$ cat config.mk
export PLATFORM = sky130hd
export DESIGN_NAME = hero_controller
export DESIGN_NICKNAME = d
export VERILOG_FILES = /design/src/rtl/hero_controller.sv
export SDC_FILE = /design/constraint.sdc
export NUM_CORES = 1
export LEC_CHECK = 0
export BUFFER_PORTS_ARGS = -buffer_cell sky130_fd_sc_hd__buf_2
export CAP_MARGIN = 20
export CORE_ASPECT_RATIO = 1.25
export CORE_MARGIN = 8
export CORE_UTILIZATION = 55
export CTS_CLUSTER_SIZE = 12
export DETAILED_ROUTE_END_ITERATION = 8
export PLACE_DENSITY = 0.86
export SETUP_SLACK_MARGIN = 0.5
export SLEW_MARGIN = 5
export SYNTH_ARGS = -nofsm -noshare
export SYNTH_HDL_FRONTEND = slang
export SYNTH_SLANG_ARGS = --single-unit
$ cat constraint.sdc
create_clock -name clk -period 4.1 [get_ports clk]
set_input_delay 0.205 -clock clk [delete_from_list [all_inputs] [get_ports clk]]
set_output_delay 0.205 -clock clk [all_outputs]
set_load 0.01 [all_outputs]
$ cat src/rtl/hero_controller.sv
// Character movement, bomb fuse and blast/rescue detection for the hero game.
// Movement runs a 4-state pass per frame so the renderer's collision flag can settle.
module hero_controller #(
   parameter int START_X     = 282,
   parameter int START_Y     = 30,
   parameter int STEP_X      = 2,
   parameter int STEP_UP     = 2,
   parameter int GRAVITY     = 1,
   parameter int FUSE_FRAMES = 32,
   parameter int BOMBS       = 6,
   parameter int BLAST_R     = 40
) (
   input  logic       clk,
   input  logic       rst,
   input  logic       active,
   input  logic       frame_tick,
   input  logic       key_left,
   input  logic       key_right,
   input  logic       key_up,
   input  logic       f_key,
   input  logic       coll,
   input  logic       coll_miner,
   output logic [9:0] char_pos_x,
   output logic [9:0] char_pos_y,
   output logic [9:0] bomb_pos_x,
   output logic [9:0] bomb_pos_y,
   output logic [3:0] b_cnt,
   output logic [2:0] bombs_left,
   output logic       level_done,
   output logic       death
);

   typedef enum logic [1:0] {IDLE, MOVE, SETTLE, CHECK} state_t;

   localparam int FUSE_W = $clog2(FUSE_FRAMES + 1);
   localparam logic [FUSE_W-1:0] FUSE_LAST = FUSE_W'(FUSE_FRAMES - 1);

   localparam logic signed [11:0] STEP_X_S  = 12'(STEP_X);
   localparam logic signed [11:0] STEP_UP_S = 12'(STEP_UP);
   localparam logic signed [11:0] GRAVITY_S = 12'(GRAVITY);
   localparam logic signed [11:0] X_MIN_S   = 12'sd14;
   localparam logic signed [11:0] X_MAX_S   = 12'sd625;
   localparam logic signed [11:0] Y_MIN_S   = 12'sd29;
   localparam logic signed [11:0] Y_MAX_S   = 12'sd450;
   localparam logic signed [10:0] BLAST_S   = 11'(BLAST_R);

   state_t            state_q, state_d;
   logic [9:0]        char_x_q, char_x_d, char_y_q, char_y_d;
   logic [9:0]        good_x_q, good_x_d, good_y_q, good_y_d;
   logic [9:0]        bomb_x_q, bomb_x_d, bomb_y_q, bomb_y_d;
   logic [1:0]        b_cnt_q, b_cnt_d;
   logic [2:0]        bombs_q, bombs_d;
   logic [FUSE_W-1:0] fuse_q, fuse_d;
   logic              level_done_q, level_done_d;
   logic              death_q, death_d;
   logic              f_key_q, f_key_d;

   logic              drop;
   logic signed [11:0] nx, ny;

   // Clamp keeps the renderer's unsigned edge arithmetic from wrapping.
   function automatic logic [9:0] sat_pos(input logic signed [11:0] v,
                                          input logic signed [11:0] lo,
                                          input logic signed [11:0] hi);
      logic signed [11:0] r;
      if (v < lo)      r = lo;
      else if (v > hi) r = hi;
      else             r = v;
      return r[9:0];
   endfunction

   function automatic logic in_blast(input logic [9:0] a, input logic [9:0] b);
      logic signed [10:0] diff;
      diff = $signed({1'b0, a}) - $signed({1'b0, b});
      if (diff[10]) diff = -diff;
      return diff < BLAST_S;
   endfunction

   always_comb begin
      state_d      = state_q;
      char_x_d     = char_x_q;
      char_y_d     = char_y_q;
      good_x_d     = good_x_q;
      good_y_d     = good_y_q;
      bomb_x_d     = bomb_x_q;
      bomb_y_d     = bomb_y_q;
      b_cnt_d      = b_cnt_q;
      bombs_d      = bombs_q;
      fuse_d       = fuse_q;
      level_done_d = level_done_q;
      death_d      = death_q;
      f_key_d      = f_key;
      drop         = 1'b0;

      nx = $signed({2'b00, char_x_q});
      if (key_left && !key_right)      nx = nx - STEP_X_S;
      else if (key_right && !key_left) nx = nx + STEP_X_S;
      ny = $signed({2'b00, char_y_q});
      if (key_up) ny = ny - STEP_UP_S;
      else        ny = ny + GRAVITY_S;

      if (!active) begin
         state_d = IDLE;
      end else begin
         case (state_q)
            IDLE: begin
               if (frame_tick && !death_q && !level_done_q) begin
                  state_d  = MOVE;
                  good_x_d = char_x_q;
                  good_y_d = char_y_q;
               end
            end
            MOVE: begin
               char_x_d = sat_pos(nx, X_MIN_S, X_MAX_S);
               char_y_d = sat_pos(ny, Y_MIN_S, Y_MAX_S);
               state_d  = SETTLE;
            end
            SETTLE: state_d = CHECK;
            CHECK: begin
               if (coll) begin
                  char_x_d = good_x_q;
                  char_y_d = good_y_q;
               end
               if (coll_miner) level_done_d = 1'b1;
               state_d = IDLE;
            end
            default: state_d = IDLE;
         endcase

         // A fresh drop wins over a same-cycle tick so the new fuse starts at zero.
         drop = f_key && !f_key_q && (b_cnt_q == 2'd0) && (bombs_q != 3'd0);
         if (drop) begin
            bomb_x_d = char_x_q;
            bomb_y_d = char_y_q + 10'd18;
            b_cnt_d  = 2'd1;
            fuse_d   = '0;
            bombs_d  = bombs_q - 3'd1;
         end else if ((b_cnt_q != 2'd0) && frame_tick) begin
            if (fuse_q == FUSE_LAST) begin
               fuse_d  = '0;
               b_cnt_d = b_cnt_q + 2'd1;
               if ((b_cnt_q == 2'd2) && in_blast(char_x_q, bomb_x_q) && in_blast(char_y_q, bomb_y_q))
                  death_d = 1'b1;
            end else begin
               fuse_d = fuse_q + 1'b1;
            end
         end
      end
   end

   always_ff @(posedge clk) begin
      if (rst) begin
         state_q      <= IDLE;
         char_x_q     <= 10'(START_X);
         char_y_q     <= 10'(START_Y);
         good_x_q     <= 10'(START_X);
         good_y_q     <= 10'(START_Y);
         bomb_x_q     <= '0;
         bomb_y_q     <= '0;
         b_cnt_q      <= '0;
         bombs_q      <= 3'(BOMBS);
         fuse_q       <= '0;
         level_done_q <= 1'b0;
         death_q      <= 1'b0;
         f_key_q      <= 1'b0;
      end else begin
         state_q      <= state_d;
         char_x_q     <= char_x_d;
         char_y_q     <= char_y_d;
         good_x_q     <= good_x_d;
         good_y_q     <= good_y_d;
         bomb_x_q     <= bomb_x_d;
         bomb_y_q     <= bomb_y_d;
         b_cnt_q      <= b_cnt_d;
         bombs_q      <= bombs_d;
         fuse_q       <= fuse_d;
         level_done_q <= level_done_d;
         death_q      <= death_d;
         f_key_q      <= f_key_d;
      end
   end

   assign char_pos_x = char_x_q;
   assign char_pos_y = char_y_q;
   assign bomb_pos_x = bomb_x_q;
   assign bomb_pos_y = bomb_y_q;
   assign b_cnt      = {2'b00, b_cnt_q};
   assign bombs_left = bombs_q;
   assign level_done = level_done_q;
   assign death      = death_q;

endmodule
==> impl_metrics.json, run 1 <==
{
  "postSynthAreaPerCell_um2": 7.61,
  "clk_path_buf_depth": 2,
  "fin_ws_ns": 0.898,
  "drc": 0,
  "r2r-end": "death",
  "whs_ns": 0.0919,
  "min_period_ns": 3.20,
  "slew_headroom_pct": 38.9,
  "leakagePower_nw": 2.35,
  "reg2reg_depth": 9,
  "dieHeight_um": 126,
  "port-buffer-count": 56,
  "p_comb_share_pct": 21.3,
  "status": "complete, no violations",
  "drt_iter0_drc": 471,
  "detail-route-antenna-nets": 0,
  "yosysSeqAreaShare_pct": 28.6,
  "start_util_pct": 55.9,
  "maxCapViolations": 0,
  "antennaDiodeCount": 0,
  "critPathLaunch": "char_pos_x[1]",
  "start_kind": "flip-flop",
  "hold_path.class": "primary input to flip-flop",
  "grt_pass1_wl_mm": 22.5,
  "sequentialPowerShare_pct": 40.6,
  "setup_viol": 0,
  "dieWidth_um": 104,
  "cts_buffers": 9,
  "cp_top_family": "compound AO/OA/AOI/OAI gates",
  "switching_share_pct": 30.3,
  "grt-ovfl-total": 0,
  "first_pass_iters": 5,
  "post-route-period-util_pct": 78.1,
  "insertion_delay_ns": 0.34,
  "synth_area_leaders": "dfxtp_1 29%, ha_1 8.0%, a21oi_1 6.4%",
  "routed-via-count": 5145,
  "p_total_mw": 1.99,
  "hpwlAfterDp_mm": 9.83,
  "grt_util_all_layers_pct": 20.2,
  "cpPeakStageDelay_ns": 0.69,
  "synth_top_flop_cell": "dfxtp_1",
  "syn-cell-area_um2": 5310,
  "p_per_area_nw_per_um2": 339,
  "cts_max_level": 3,
  "synth_edf_count": 0,
  "drt-wirelength-per-cell_um": 15.8,
  "cts_tree": "done",
  "ir_drop_mv": 0.255,
  "crit_path_frequent_cell": "nor2b_1",
  "hold_path_depth": 2,
  "antenna_found_initial": 0,
  "hold_viol_final": 0,
  "switchingPower_mw": 0.603,
  "yosysTopAreaCell": "dfxtp_1",
  "drv_slew": 0,
  "crit_required_ns": 4.35,
  "via_per_inst": 6.01,
  "fp.dieArea_um2": 13100,
  "grt_max_degree": 42,
  "synthCells": 698,
  "yosysTopAreaCellShare_pct": 28.6,
  "synthToLayoutAreaGrowth_pct": 10.6,
  "wl_mm": 13.5,
  "tightest_slew_ns": 0.916,
  "crit_type": "flip-flop to flip-flop",
  "fmax_ghz": 0.312,
  "crit_path_max_fanout": 16,
  "fin_worst_skew_ns": 0.00562,
  "cp_num_buf_inv": 0,
  "worstHoldStart": "f_key",
  "clock-sinks": 76,
  "yosys_warnings": 0,
  "yosys-top-cells-count": "89 x nand2_1, 76 x dfxtp_1, 68 x a21oi_1",
  "core_area_um2": 9510,
  "p_clk_share_pct": 38.1,
  "root_buffer": "clkbuf_16",
  "setup.worst_path.end_class": "flip-flop",
  "post_cts_buffers": 0,
  "rows": 40,
  "drive_above_1_share_pct": 13.0,
  "gp_congestion": 0.910,
  "ys_types": 80,
  "grt_pass1_vias": 4911,
  "synth-async-reset-ratio_pct": 0,
  "io_pins": 59,
  "cts_hold_buf": 0,
  "r2r-start": "char_pos_x[1]",
  "synth.most_common_cell": "nand2_1",
  "final_nets": 771,
  "dp_worst_setup_slack_ns": 0.964,
  "r2r_slack_ns": 0.90,
  "path_clk_slew_ns": 0.06,
  "cts_repair_resize_count": 0,
  "ys_ff_latch": 76,
  "slowest_stage": "dfxtp_1",
  "path_cells": "ha_1, nor2b_1, o211a_1, o311ai_0, nor4_1, nor2b_1, o31ai_1, nand4b_1, o32ai_1",
  "internal_power_mw": 1.39,
  "cp.arrival_ns": 3.46,
  "rsz0062_at_grt": "false",
  "min_to": "f_key_q",
  "timing.setup.tns_ns": 0
}
## area by class of cell
| type | instances | area [µm²] |
|---|---|---|
| clock buffer | 11 | 253 |
| sequential | 76 | 1520 |
| multi-input combinational | 532 | 3430 |
| fill | 836 | 3630 |
| clock inverter | 5 | 35.0 |
| inverter | 46 | 173 |
| tap | 126 | 158 |
| timing repair buffer | 60 | 310 |
## cells by family (layout without fill, tap and decap cells)
group / Yosys count / in the layout / synth area share, %
AO/OA/AOI/OAI: 179 / 179 / 22.6
XOR/XNOR: 42 / 42 / 6.92
adder cells (fa/ha/maj): 36 / 36 / 8.76
buffers and inverters: 91 / 122 / 6.92
flip-flops: 76 / 76 / 28.6
multiplexers: 7 / 7 / 1.37
other: 1 / 2 / 0.0706
AND/OR/NAND/NOR: 266 / 266 / 24.7
## power groups by stage
stage	sequential [mW]	clock (mW)	combinational, mW
floorplan	0.814	0	0.328
global placement	0.821	0	0.401
detailed placement	0.823	0	0.416
CTS	0.807	0.775	0.421
global route	0.813	0.806	0.468
finish	0.808	0.759	0.424
## layer usage
layer  GRT usage (%)  wire [µm]
met4            9.48        327
met3            4.74        814
met2            34.2       6730
met5               0          0
met1            23.5       5660
## how the worst max path moves through the flow
stage          endpoint  slack (ns)  cells after the start
6_report          death        0.90                      9
5_1_grt           death        0.61                     13
4_1_cts           death        0.88                      9
3_5_place_dp      death        0.96                      9
3_3_place_gp      death        1.10                     13
2_1_floorplan     death        1.21                     14
## sequential cells by signal, summed over array words and instances, names as in the netlist
signal,cells
char_pos_y,10
state_q,2
f_key_q,1
bombs_left,3
death,1
bomb_pos_x,10
good_y_q,10
bomb_pos_y,10
fuse_q,6
level_done,1
good_x_q,10
char_pos_x,10
b_cnt_q,2
## cells in the final DEF, fill, tap and decap left out, types with 8 or more instances in the layout
cell type	netlist	routed
a21oi_1	68	68
o21ai_0	19	19
nor3_1	21	21
inv_1	46	46
ha_1	34	34
a211o_1	8	8
clkbuf_16	0	9
a211oi_1	13	13
dfxtp_1	76	76
nand2_1	89	89
nor2b_1	13	13
nand3_1	10	10
xor2_1	16	16
nand3b_1	8	8
nand2b_1	10	10
nor2_1	64	64
xnor2_1	26	26
buf_2	6	56
## through the flow
stage	util (%)	cell area, µm²	instances
finish	61.8	5880	856
global route	61.8	5880	856
CTS	61.8	5880	856
detailed placement	58.8	5590	840
global placement	58.8	5590	840
floorplan	-	5320	699
No activity file was read; power rests on OpenSTA's default activity.
==> run 2, diff against run 1 <==
--- a/config.mk
+++ b/config.mk
@@ -9,10 +9,10 @@
 export CAP_MARGIN = 20
 export CORE_ASPECT_RATIO = 1.25
 export CORE_MARGIN = 8
-export CORE_UTILIZATION = 55
+export CORE_UTILIZATION = 54
 export CTS_CLUSTER_SIZE = 12
 export DETAILED_ROUTE_END_ITERATION = 8
-export PLACE_DENSITY = 0.86
+export PLACE_DENSITY = 0.87
 export SETUP_SLACK_MARGIN = 0.5
 export SLEW_MARGIN = 5
 export SYNTH_ARGS = -nofsm -noshare
==> constraint.sdc (replaced) <==
create_clock -name clk -period 2.75 [get_ports clk]
set_input_delay 0.1375 -clock clk [delete_from_list [all_inputs] [get_ports clk]]
set_output_delay 0.1375 -clock clk [all_outputs]
set_load 0.01 [all_outputs]
==> run 2 against run 1 <==
Compared with the run above: the flow now finishes with violations (negative setup slack); first-iteration DRC count rose by 75%; wire length grew 53%; power grew 64%; cell count rose by 7.9%; clock power increased by 53%; final area rose by 20%; sequential share of layout area shrank 3.9 points; global-route usage grew 5.6 points; setup slack worse by 0.98 ns.
==> impl_metrics.json, run 2 (same netlist as run 1, synthesis figures left out) <==
{
  "status": "complete, but fails checks",
  "violations": "negative setup slack",
  "synthToLayoutAreaGrowth_pct": 32.9,
  "fin_worst_skew_ns": 0.0107,
  "drt_iter0_drc": 826,
  "path_clk_slew_ns": 0.06,
  "maxCapViolations": 0,
  "final_nets": 838,
  "dp.cells": 865,
  "cts_max_level": 3,
  "n_fill_cell": 621,
  "routed-via-count": 6296,
  "via_per_inst": 6.81,
  "wl_mm": 20.7,
  "rsz0062_at_grt": "true",
  "cp.arrival_ns": 3.12,
  "globalRouteMet2Util_pct": 44.3,
  "grt_util_all_layers_pct": 25.7,
  "setup_viol": 8,
  "cp_num_buf_inv": 0,
  "drive_above_1_share_pct": 33.5,
  "groute.layer.met3.usage_pct": 6.03,
  "whs_ns": 0.0478,
  "cts_tree": "done",
  "grt_pass1_wl_mm": 28.4,
  "top_usage_layer": "met2",
  "path_depth": 7,
  "gp_congestion": 0.919,
  "cpPeakStageDelay_ns": 0.60,
  "final_cell_mix": "88 x nand2_1, 64 x dfxtp_1, 59 x buf_4",
  "port-buffer-count": 56,
  "hold_path.class": "primary input to flip-flop",
  "hold_path_depth": 2,
  "drt-wirelength-per-cell_um": 22.4,
  "drv_slew": 0,
  "leakagePower_nw": 2.87,
  "first_pass_iters": 9,
  "layout_commonest_cell": "nand2_1",
  "min_period_ns": 2.84,
  "core_area_um2": 9610,
  "setup.worst_path.end_class": "flip-flop",
  "path_cells": "or4b_4, or3_1, nor3_1, nor2_1, o31a_4, o31ai_1, a211o_1",
  "cp_top_family": "simple AND/OR/NAND/NOR gates",
  "io_pins": 59,
  "p_per_area_nw_per_um2": 463,
  "tightest_slew_ns": 0.867,
  "slowest_stage": "or4b_4",
  "dieHeight_um": 127,
  "gr-usage-met1_pct": 28.1,
  "dieWidth_um": 105,
  "slew_headroom_pct": 42.0,
  "fmax_ghz": 0.352,
  "start_kind": "flip-flop",
  "ir_drop_mv": 0.336,
  "grt_max_degree": 35,
  "reg2reg_depth": 7,
  "rows": 40,
  "instances_no_fill": 924,
  "insertion_delay_ns": 0.34,
  "detail-route-antenna-nets": 0,
  "crit_required_ns": 3.03,
  "clk_path_buf_depth": 2,
  "cts_buffers": 9,
  "fin_ws_ns": -0.0871,
  "crit_type": "flip-flop to flip-flop",
  "post-route-period-util_pct": 103,
  "grt-ovfl-total": 0,
  "crit_path_max_fanout": 6,
  "fp.dieArea_um2": 13300,
  "root_buffer": "clkbuf_16",
  "drc": 0,
  "grt_pass1_vias": 5834,
  "antenna_found_initial": 0,
  "start_util_pct": 55.3,
  "hpwlAfterDp_mm": 10.3,
  "clock-sinks": 76,
  "hold_viol_final": 0
}
[run 2: layer usage]
layer	wire (µm)	vias up
met3	2340	184
met5	0	-
met1	7290	2900
li1	-	2640
met2	9520	572
met4	1530	0
[run 2: area by class of cell]
type / count / area [µm²] / share of cell area, %
well taps: 126 / 158 / 2.23
repair buffers: 126 / 851 / 12.0
diodes: 1 / 2.50 / 0.0354
clock buffers: 12 / 258 / 3.65
clock inverters: 4 / 31.3 / 0.443
multi-input cells: 533 / 4030 / 57.0
inverters: 46 / 183 / 2.59
flip-flops and latches: 76 / 1550 / 22.0
[run 2: where the power goes]
group,total (mW),switching [mW],internal [mW]
clock,1.16,0.489,0.672
combinational,0.916,0.533,0.383
sequential,1.20,0.0526,1.14
[run 2: what timing repair did]
action / 4_1_cts / 5_1_grt
pin swaps: 42 / 35
setup endpoints to repair: 20 / 21
hold buffers: 0 / 0
buffers inserted: 36 / 5
cloned: 1 / 0
resized for setup: 57 / 66
[run 2: final timing paths]
| check | slack (ns) | from | endpoint |
|---|---|---|---|
| hold reg to reg | 0.46 | good_y_q[8] | good_y_q[8] |
| setup / recovery | -0.09 | char_pos_x[2] | char_pos_x[3] |
| setup reg to reg | -0.09 | char_pos_x[2] | char_pos_x[3] |
| hold / removal | 0.05 | f_key | f_key_q |
[run 2: stage by stage]
step | utilization (%) | cell area, µm² | setup WS [ns] | setup TNS, ns | power [mW]
global route | 73.5 | 7060 | -0.440 | -3.72 | 3.38
finish | 73.5 | 7060 | -0.0871 | -0.340 | 3.27
global placement | 61.5 | 5910 | -0.185 | -0.185 | 1.87
CTS | 70.1 | 6740 | 0.00354 | 0 | 3.13
detailed placement | 61.5 | 5910 | -0.296 | -0.296 | 1.90
floorplan | - | 5490 | 0.139 | 0 | 1.72
